<file path="src/rtl/dffr_pkg.sv">
`default_nettype none
// +------------------------------------------------------------------------+
// | Package     : dffr_pkg                                                 |
// | Description : Shared constants and helpers for the dffr_pipe register  |
// |               pipeline (occupancy width, default reset data value).    |
// | Revision    : 1.0 - initial release                                    |
// +------------------------------------------------------------------------+
package dffr_pkg;

   // Default value loaded into every data register while RB is low.
   localparam int unsigned RSTVAL_DEFAULT = 0;

   // Bits needed to count 0..depth occupied stages.
   function automatic int unsigned occ_width(input int unsigned depth);
      return $clog2(depth + 1);
   endfunction

endpackage
`default_nettype wire

</file>
<file path="src/rtl/dffr_stage.sv">
`default_nettype none
// +------------------------------------------------------------------------+
// | Module      : dffr_stage                                               |
// | Description : One pipeline stage: WIDTH-bit data register, valid flop  |
// |               and local ready (stage empty or downstream moving).      |
// | Ports       : CK        clock, posedge                                 |
// |               RB        asynchronous reset, active low                 |
// |               flush_i   synchronous clear of the valid flop            |
// |               d_i/v_i   data/valid from upstream                       |
// |               rdy_nxt_i ready of the downstream stage (or consumer)    |
// |               q_o/v_o   registered data/valid                          |
// |               rdy_o     this stage can load this cycle                 |
// | Revision    : 1.0 - initial release                                    |
// +------------------------------------------------------------------------+
module dffr_stage #(
   parameter int unsigned           WIDTH  = 8,
   parameter logic [WIDTH-1:0]      RSTVAL = '0
) (
   input  logic             CK,
   input  logic             RB,
   input  logic             flush_i,
   input  logic [WIDTH-1:0] d_i,
   input  logic             v_i,
   input  logic             rdy_nxt_i,
   output logic [WIDTH-1:0] q_o,
   output logic             v_o,
   output logic             rdy_o
);

   logic [WIDTH-1:0] data_q, data_d;
   logic             v_q, v_d;

   // A stage may load when it is empty or its occupant moves on.
   assign rdy_o = !v_q | rdy_nxt_i;

   always_comb begin
      v_d    = v_q;
      data_d = data_q;
      if (flush_i) begin
         // Flush clears validity only; data is left untouched.
         v_d = 1'b0;
      end else if (rdy_o) begin
         v_d = v_i;
         // Bubbles do not overwrite data, so idle data lines stay quiet.
         if (v_i) begin
            data_d = d_i;
         end
      end
   end

   always_ff @(posedge CK or negedge RB) begin
      if (!RB) begin
         data_q <= RSTVAL;
         v_q    <= 1'b0;
      end else begin
         data_q <= data_d;
         v_q    <= v_d;
      end
   end

   assign q_o = data_q;
   assign v_o = v_q;

endmodule
`default_nettype wire

</file>
<file path="src/rtl/dffr_pipe.sv">
`default_nettype none
// +------------------------------------------------------------------------+
// | Module      : dffr_pipe                                                |
// | Description : WIDTH x DEPTH bubble-collapsing register pipeline with   |
// |               valid/ready flow control, async clear and sync flush.    |
// | Ports       : CK, RB (async active-low reset)                          |
// |               D/DV/DR   input data, valid, ready                       |
// |               Q/QV/QR   output data, valid, consumer ready             |
// |               FLUSH     synchronous clear of all valid flops           |
// |               OCC       number of occupied stages                      |
// |               QB        ~Q, only when DFFR_PIPE_QB_EN is defined       |
// | Config      : `define DFFR_PIPE_QB_EN adds the complementary output QB |
// | Revision    : 1.0 - initial release                                    |
// +------------------------------------------------------------------------+
module dffr_pipe
   import dffr_pkg::*;
#(
   parameter int unsigned      WIDTH  = 8,
   parameter int unsigned      DEPTH  = 3,
   parameter logic [WIDTH-1:0] RSTVAL = WIDTH'(RSTVAL_DEFAULT)
) (
   input  logic                           CK,
   input  logic                           RB,
   input  logic [WIDTH-1:0]               D,
   input  logic                           DV,
   output logic                           DR,
   output logic [WIDTH-1:0]               Q,
   output logic                           QV,
   input  logic                           QR,
   input  logic                           FLUSH,
`ifdef DFFR_PIPE_QB_EN
   output logic [WIDTH-1:0]               QB,
`endif
   output logic [occ_width(DEPTH)-1:0]    OCC
);

   localparam int unsigned OW = occ_width(DEPTH);

   // Index i is the input side of stage i; index DEPTH is the pipe output.
   logic [WIDTH-1:0] stg_data [DEPTH+1];
   logic             stg_v    [DEPTH+1];
   logic             stg_rdy  [DEPTH+1];
   logic [OW-1:0]    occ_sum;

   assign stg_data[0]     = D;
   assign stg_v[0]        = DV;
   assign stg_rdy[DEPTH]  = QR;

   generate
      for (genvar i = 0; i < DEPTH; i++) begin : g_stage
         dffr_stage #(
            .WIDTH  (WIDTH),
            .RSTVAL (RSTVAL)
         ) u_stage (
            .CK        (CK),
            .RB        (RB),
            .flush_i   (FLUSH),
            .d_i       (stg_data[i]),
            .v_i       (stg_v[i]),
            .rdy_nxt_i (stg_rdy[i+1]),
            .q_o       (stg_data[i+1]),
            .v_o       (stg_v[i+1]),
            .rdy_o     (stg_rdy[i])
         );
      end
   endgenerate

   // Ready ripples combinationally from QR; flush blocks new input.
   assign DR = stg_rdy[0] & !FLUSH;
   assign Q  = stg_data[DEPTH];
   assign QV = stg_v[DEPTH];

   always_comb begin
      occ_sum = '0;
      for (int i = 1; i <= DEPTH; i++) begin
         occ_sum = occ_sum + OW'(stg_v[i]);
      end
   end

   assign OCC = occ_sum;

`ifdef DFFR_PIPE_QB_EN
   assign QB = ~Q;
`endif

endmodule
`default_nettype wire

</file>
<file path="config.mk">
export PLATFORM = sky130hd
export DESIGN_NAME = dffr_pipe
export DESIGN_NICKNAME = d
export VERILOG_FILES = /design/src/rtl/dffr_pkg.sv /design/src/rtl/dffr_stage.sv /design/src/rtl/dffr_pipe.sv
export SDC_FILE = /design/constraint.sdc
export NUM_CORES = 1
export LEC_CHECK = 0
export BUFFER_PORTS_ARGS = -buffer_cell sky130_fd_sc_hd__buf_2
export CAP_MARGIN = 20
export CORE_UTILIZATION = 48
export CTS_CLUSTER_SIZE = 28
export DETAILED_ROUTE_END_ITERATION = 10
export PLACE_DENSITY = 0.72
export SKIP_CTS_REPAIR_TIMING = 1
export SYNTH_ARGS = -nofsm -noshare
export SYNTH_HDL_FRONTEND = slang
export SYNTH_SLANG_ARGS = --single-unit
</file>
<file path="constraint.sdc">
create_clock -name CK -period 1.9 [get_ports CK]
set_input_delay 0.095 -clock CK [delete_from_list [all_inputs] [get_ports CK]]
set_output_delay 0.095 -clock CK [all_outputs]
set_load 0.02 [all_outputs]
</file>
# After elaboration in Yosys (flattened, before gate mapping)
# Cells that the tools add are included.
# op_classes
n_addsub	2
muxes	6
bitwise	5
reduce_logical	10
# op_table
op	count
AND reduction 3 bit	3
two-way mux 1 bit	6
nonzero test 2 bit	3
logical NOT 1 bit	4
bitwise OR 1 bit	3
adder 1 x 1 -> 2 bit	1
adder 2 x 1 -> 2 bit	1
bitwise AND 1 bit	1
NOT 1 bit	1
# word_totals
register_bits	27
inputBits	13
out_inout_bits	12

# Longest topological paths before layout
# depth
ltp_word	6
mapped_depth	4
mapped_depth_nobuf	3

# Modules after synthesis
# From an unflattened synthesis, not the netlist that was laid out.
# hier_totals
cells_unflattened	68
hier_area_um2	1111.1
# modules_own_cells
mod	instances	cells_per_inst	area_each_um2	seq_area_each_um2
dffr_stage	3	22	359.1	225.2
dffr_pipe	1	2	33.8	0.0

# Worst setup path after synthesis
# Ideal clock, no wire load.
# synth_timing
path_kind	register -> register
start	register g_stage[2].u_stage.v_q
end	register g_stage[2].u_stage.data_q[0]
setup_ns	0.125
arrival_ns	1.517
path_slack_ns	0.259
path_stages_with_launch	5
n_path_buf	1
path_cell_list	dfrtp_1 nor2b_1 or3b_2 buf_2 mux2_2
# synth_between
elab_chain_cells	3
# synth_rtl
item	line_no	source
start: declaration	dffr_stage.sv:31	logic v_q, v_d;
start signal: assignment	dffr_stage.sv:57	v_q <= v_d;
logical NOT 1 bit	dffr_stage.sv:34	assign rdy_o = !v_q | rdy_nxt_i;
bitwise OR 1 bit	dffr_stage.sv:34	
AND reduction 3 bit (no line)	-	
end signal: assignment	dffr_stage.sv:56	data_q <= data_d;
end: declaration	dffr_stage.sv:30	logic [WIDTH-1:0] data_q, data_d;
# No other way between the ends.
# A chain may end at the register's enable or synchronous reset.

# Final worst setup path
# layout_timing
start	register g_stage[1].u_stage.v_q
end	register g_stage[0].u_stage.data_q[5]
# layout_between
elab_chain_cells	4
# layout_rtl
item	line_no
start: declaration	dffr_stage.sv:31
start signal: assignment	dffr_stage.sv:57
logical NOT 1 bit	dffr_stage.sv:34
bitwise OR 1 bit (2 in a row)	dffr_stage.sv:34
AND reduction 3 bit (no line)	-
end signal: assignment	dffr_stage.sv:56
end: declaration	dffr_stage.sv:30
# No other way between the ends.

==> results.md <==
* Die Y at 49.6 um
* HPWL after detailed placement at 1210 um
* Worst Hold Class: input pin to flop
* Most used flip-flop cell after synthesis: dfrtp_1
* Post-Syn Instances at 68
* Internal reg-to-reg setup slack at 0.16 ns
* Leak at 0.659 nW
* Final Hold Violating Endpoints at 0
* Nets at 115
* Post-synth top area share at 62.1%
* Final-report max-slew violation count at 0
* Power Total at 1.41 mW
* Gp weighted congestion at 0.791
* Largest family of logic cells by synthesized area: multiplexers
* RR Startpoint: g_stage[1].u_stage.v_o$_DFFE_PN0P_
* Yosys warnings at 0
* Critical hold path startpoint: FLUSH
* Post-Synth Simple-Gate Area at 5.18%
* Full die area at 0.00246 mm2
* Final period utilization at 91.8%
* Average size of a mapped cell at 16.0 um2
* Slew Limit Headroom at 62.3%
* Synth Area in XOR/XNOR at 0%
* Sequential share of the synthesized area at 62.1%
* RSZ-0062 raised after global routing: no
* IO Count at 25
* Initial DRC count at 7
* GR Overflow Total at 0
* Vias in the first global route at 629
* Layout Skew at 0.00567 ns
* Crit Path Max Fanout at 8
* Antenna Nets Post-Route at 0
* Initial antenna violation count at 0
* Clock transition at the registers of the reported paths at 0.13 ns
* Drc violations at 0
* GRT Overall Usage at 15.7%
* Synth Register Bits at 27
* Drt total wl at 1710 um
* Synth Cell Area at 0.00109 mm2
* Top-count cell post-synth: dfrtp_1
* Max-cap check violation count at 0
* Status: completed
* Share of layout cells above drive strength 1 at 53.0%
* Largest cells by area after synthesis: dfrtp_1 (62%), mux2_2 (17%), mux2_4 (11%)
* Core Box Area at 0.00204 mm2
* Worst path bufs/invs at 0
* Worst path cell trace: and4b_1 -> or3b_1 -> mux2_4
* Clk root buf: clkbuf_4
* CTS tree: yes
* Num Clock Sinks at 27
* Setup TNS at 0 ns
* Post-layout min period at 1.74 ns
* Rows at 16
* Insertion delay to the later sink of the worst-skew pair at 0.31 ns
* Clock Path Buffers at 2
* Synth cell count leaders: dfrtp_1 (27), mux2_2 (16), mux2_4 (8)
* Ys async rst share at 100%
* Startpoint Class: flop
* Crit path launch: g_stage[1].u_stage.v_o$_DFFE_PN0P_
* Area Overhead vs Synth at 21.5%
* DR pass1 iterations at 3
* Post-synthesis compound-gate area fraction at 1.27%
* Kind of critical path: flop to flop
* Top Family by Delay on Critical Path: simple AND/OR/NAND/NOR gates
* Slowest cell on crit path: or3b_1
* # port buffers at 24
* Num CTS Buffers at 3
* Pwr dens at 1070 mW/mm2
* Worst Max-Slew Pin Slew at 0.566 ns
* Unique cell type count in the Yosys netlist at 14
* Initial Util at 53.2%
* Fmax at 573 MHz
* Via Count at 637
* Die W at 49.6 um
* Largest net degree at the start of global routing at 28
* DR WL/cell at 13.5 um
* Worst Path Required at 2.11 ns
* Post-synth EDFFs at 0
* First-pass GRT wire length at 2840 um
* CP peak stage delay at 0.57 ns
* Multiplexer share of the synthesized area at 27.6%
* Worst vdd rail ir drop at 0.000582 V
* Vias/cell at 5.02
* Adder-cell area share of the yosys netlist at 1.84%
* Final Setup Violations at 0
* CTS H-Tree Depth at 1
* CP arrival at 1.96 ns
* N_diodes at 0
* Synthesized net count at 82
* Cell taking the most area after synthesis: dfrtp_1
* Worst setup EP type: flop
[metrics by stage]
| stage | util, % | cells | setup WS, ns | cell area (um2) | hold slack (ns) |
|---|---|---|---|---|---|
| 2_1_floorplan | - | 68 | 0.259 | 1090 | -0.201 |
| 3_3_place_gp | 59.9 | 116 | 0.201 | 1220 | 0.124 |
| 3_5_place_dp | 59.9 | 116 | 0.171 | 1220 | 0.123 |
| 4_1_cts | 61.3 | 120 | 0.160 | 1250 | -0.239 |
| 5_1_grt | 64.7 | 127 | 0.107 | 1320 | 0.00287 |
| 6_report | 64.7 | 127 | 0.156 | 1320 | 0.00352 |
[layout make-up]
type,instances,area [um2]
clock buffers,3,22.5
inverters,1,3.75
fillers,170,721
clock inverters,1,5.00
repair buffers,31,190
well taps,27,33.8
flip-flops and latches,27,676
multi-input cells,37,390
[layer usage]
| metal | vias to the layer above | GRT usage, % | share of wire [%] |
|---|---|---|---|
| met1 | 322 | 19.6 | 45 |
| met4 | 0 | 8.10 | 0.88 |
| li1 | 301 | - | - |
| met3 | 2 | 3.09 | 3.2 |
| met2 | 12 | 25.7 | 51 |
| met5 | - | 0 | 0 |
[state kept, by name, summed over array words and instances (netlist names)]
register,cells
g_stage.u_stage.v_o,3
g_stage.u_stage.q_o,24
[path summary, 6_finish.rpt]
kind / endpoint / cells after the start
max in group asynchronous: g_stage[0].u_stage.q_o[5]$_DFFE_PN0P_ / 2
setup / recovery: g_stage[0].u_stage.q_o[5]$_DFFE_PN0P_ / 3
hold / removal: g_stage[2].u_stage.v_o$_DFFE_PN0P_ / 2
min in group asynchronous: g_stage[1].u_stage.q_o[0]$_DFFE_PN0P_ / 2
hold reg to reg: g_stage[2].u_stage.q_o[3]$_DFFE_PN0P_ / 1
setup reg to reg: g_stage[0].u_stage.q_o[5]$_DFFE_PN0P_ / 3
[report_power, final]
| group | switching, mW | internal, mW |
|---|---|---|
| clock | 0.157 | 0.0786 |
| sequential | 0.0685 | 0.720 |
| combinational | 0.189 | 0.199 |
| total | 0.414 | 0.998 |
[cell usage in the layout, fill, tap and decap left out, drive strengths merged]
cell type     n
a211o         1
a21oi         1
and4b         1
buf          24
clkbuf        3
clkinv        1
dfrtp        27
dlygate4sd3   7
fa            1
inv           1
mux2         24
nor2          6
nor2b         1
or3b          2
[kinds of logic (layout without fill, tap and decap cells)]
kind of cell,Yosys count,count (layout)
fa+ha+maj,1,1
mux,24,24
compound gates,2,2
simple gates,10,10
flops,27,27
buf+inv,4,36
Note: power is estimated with default switching activity, not from simulation.
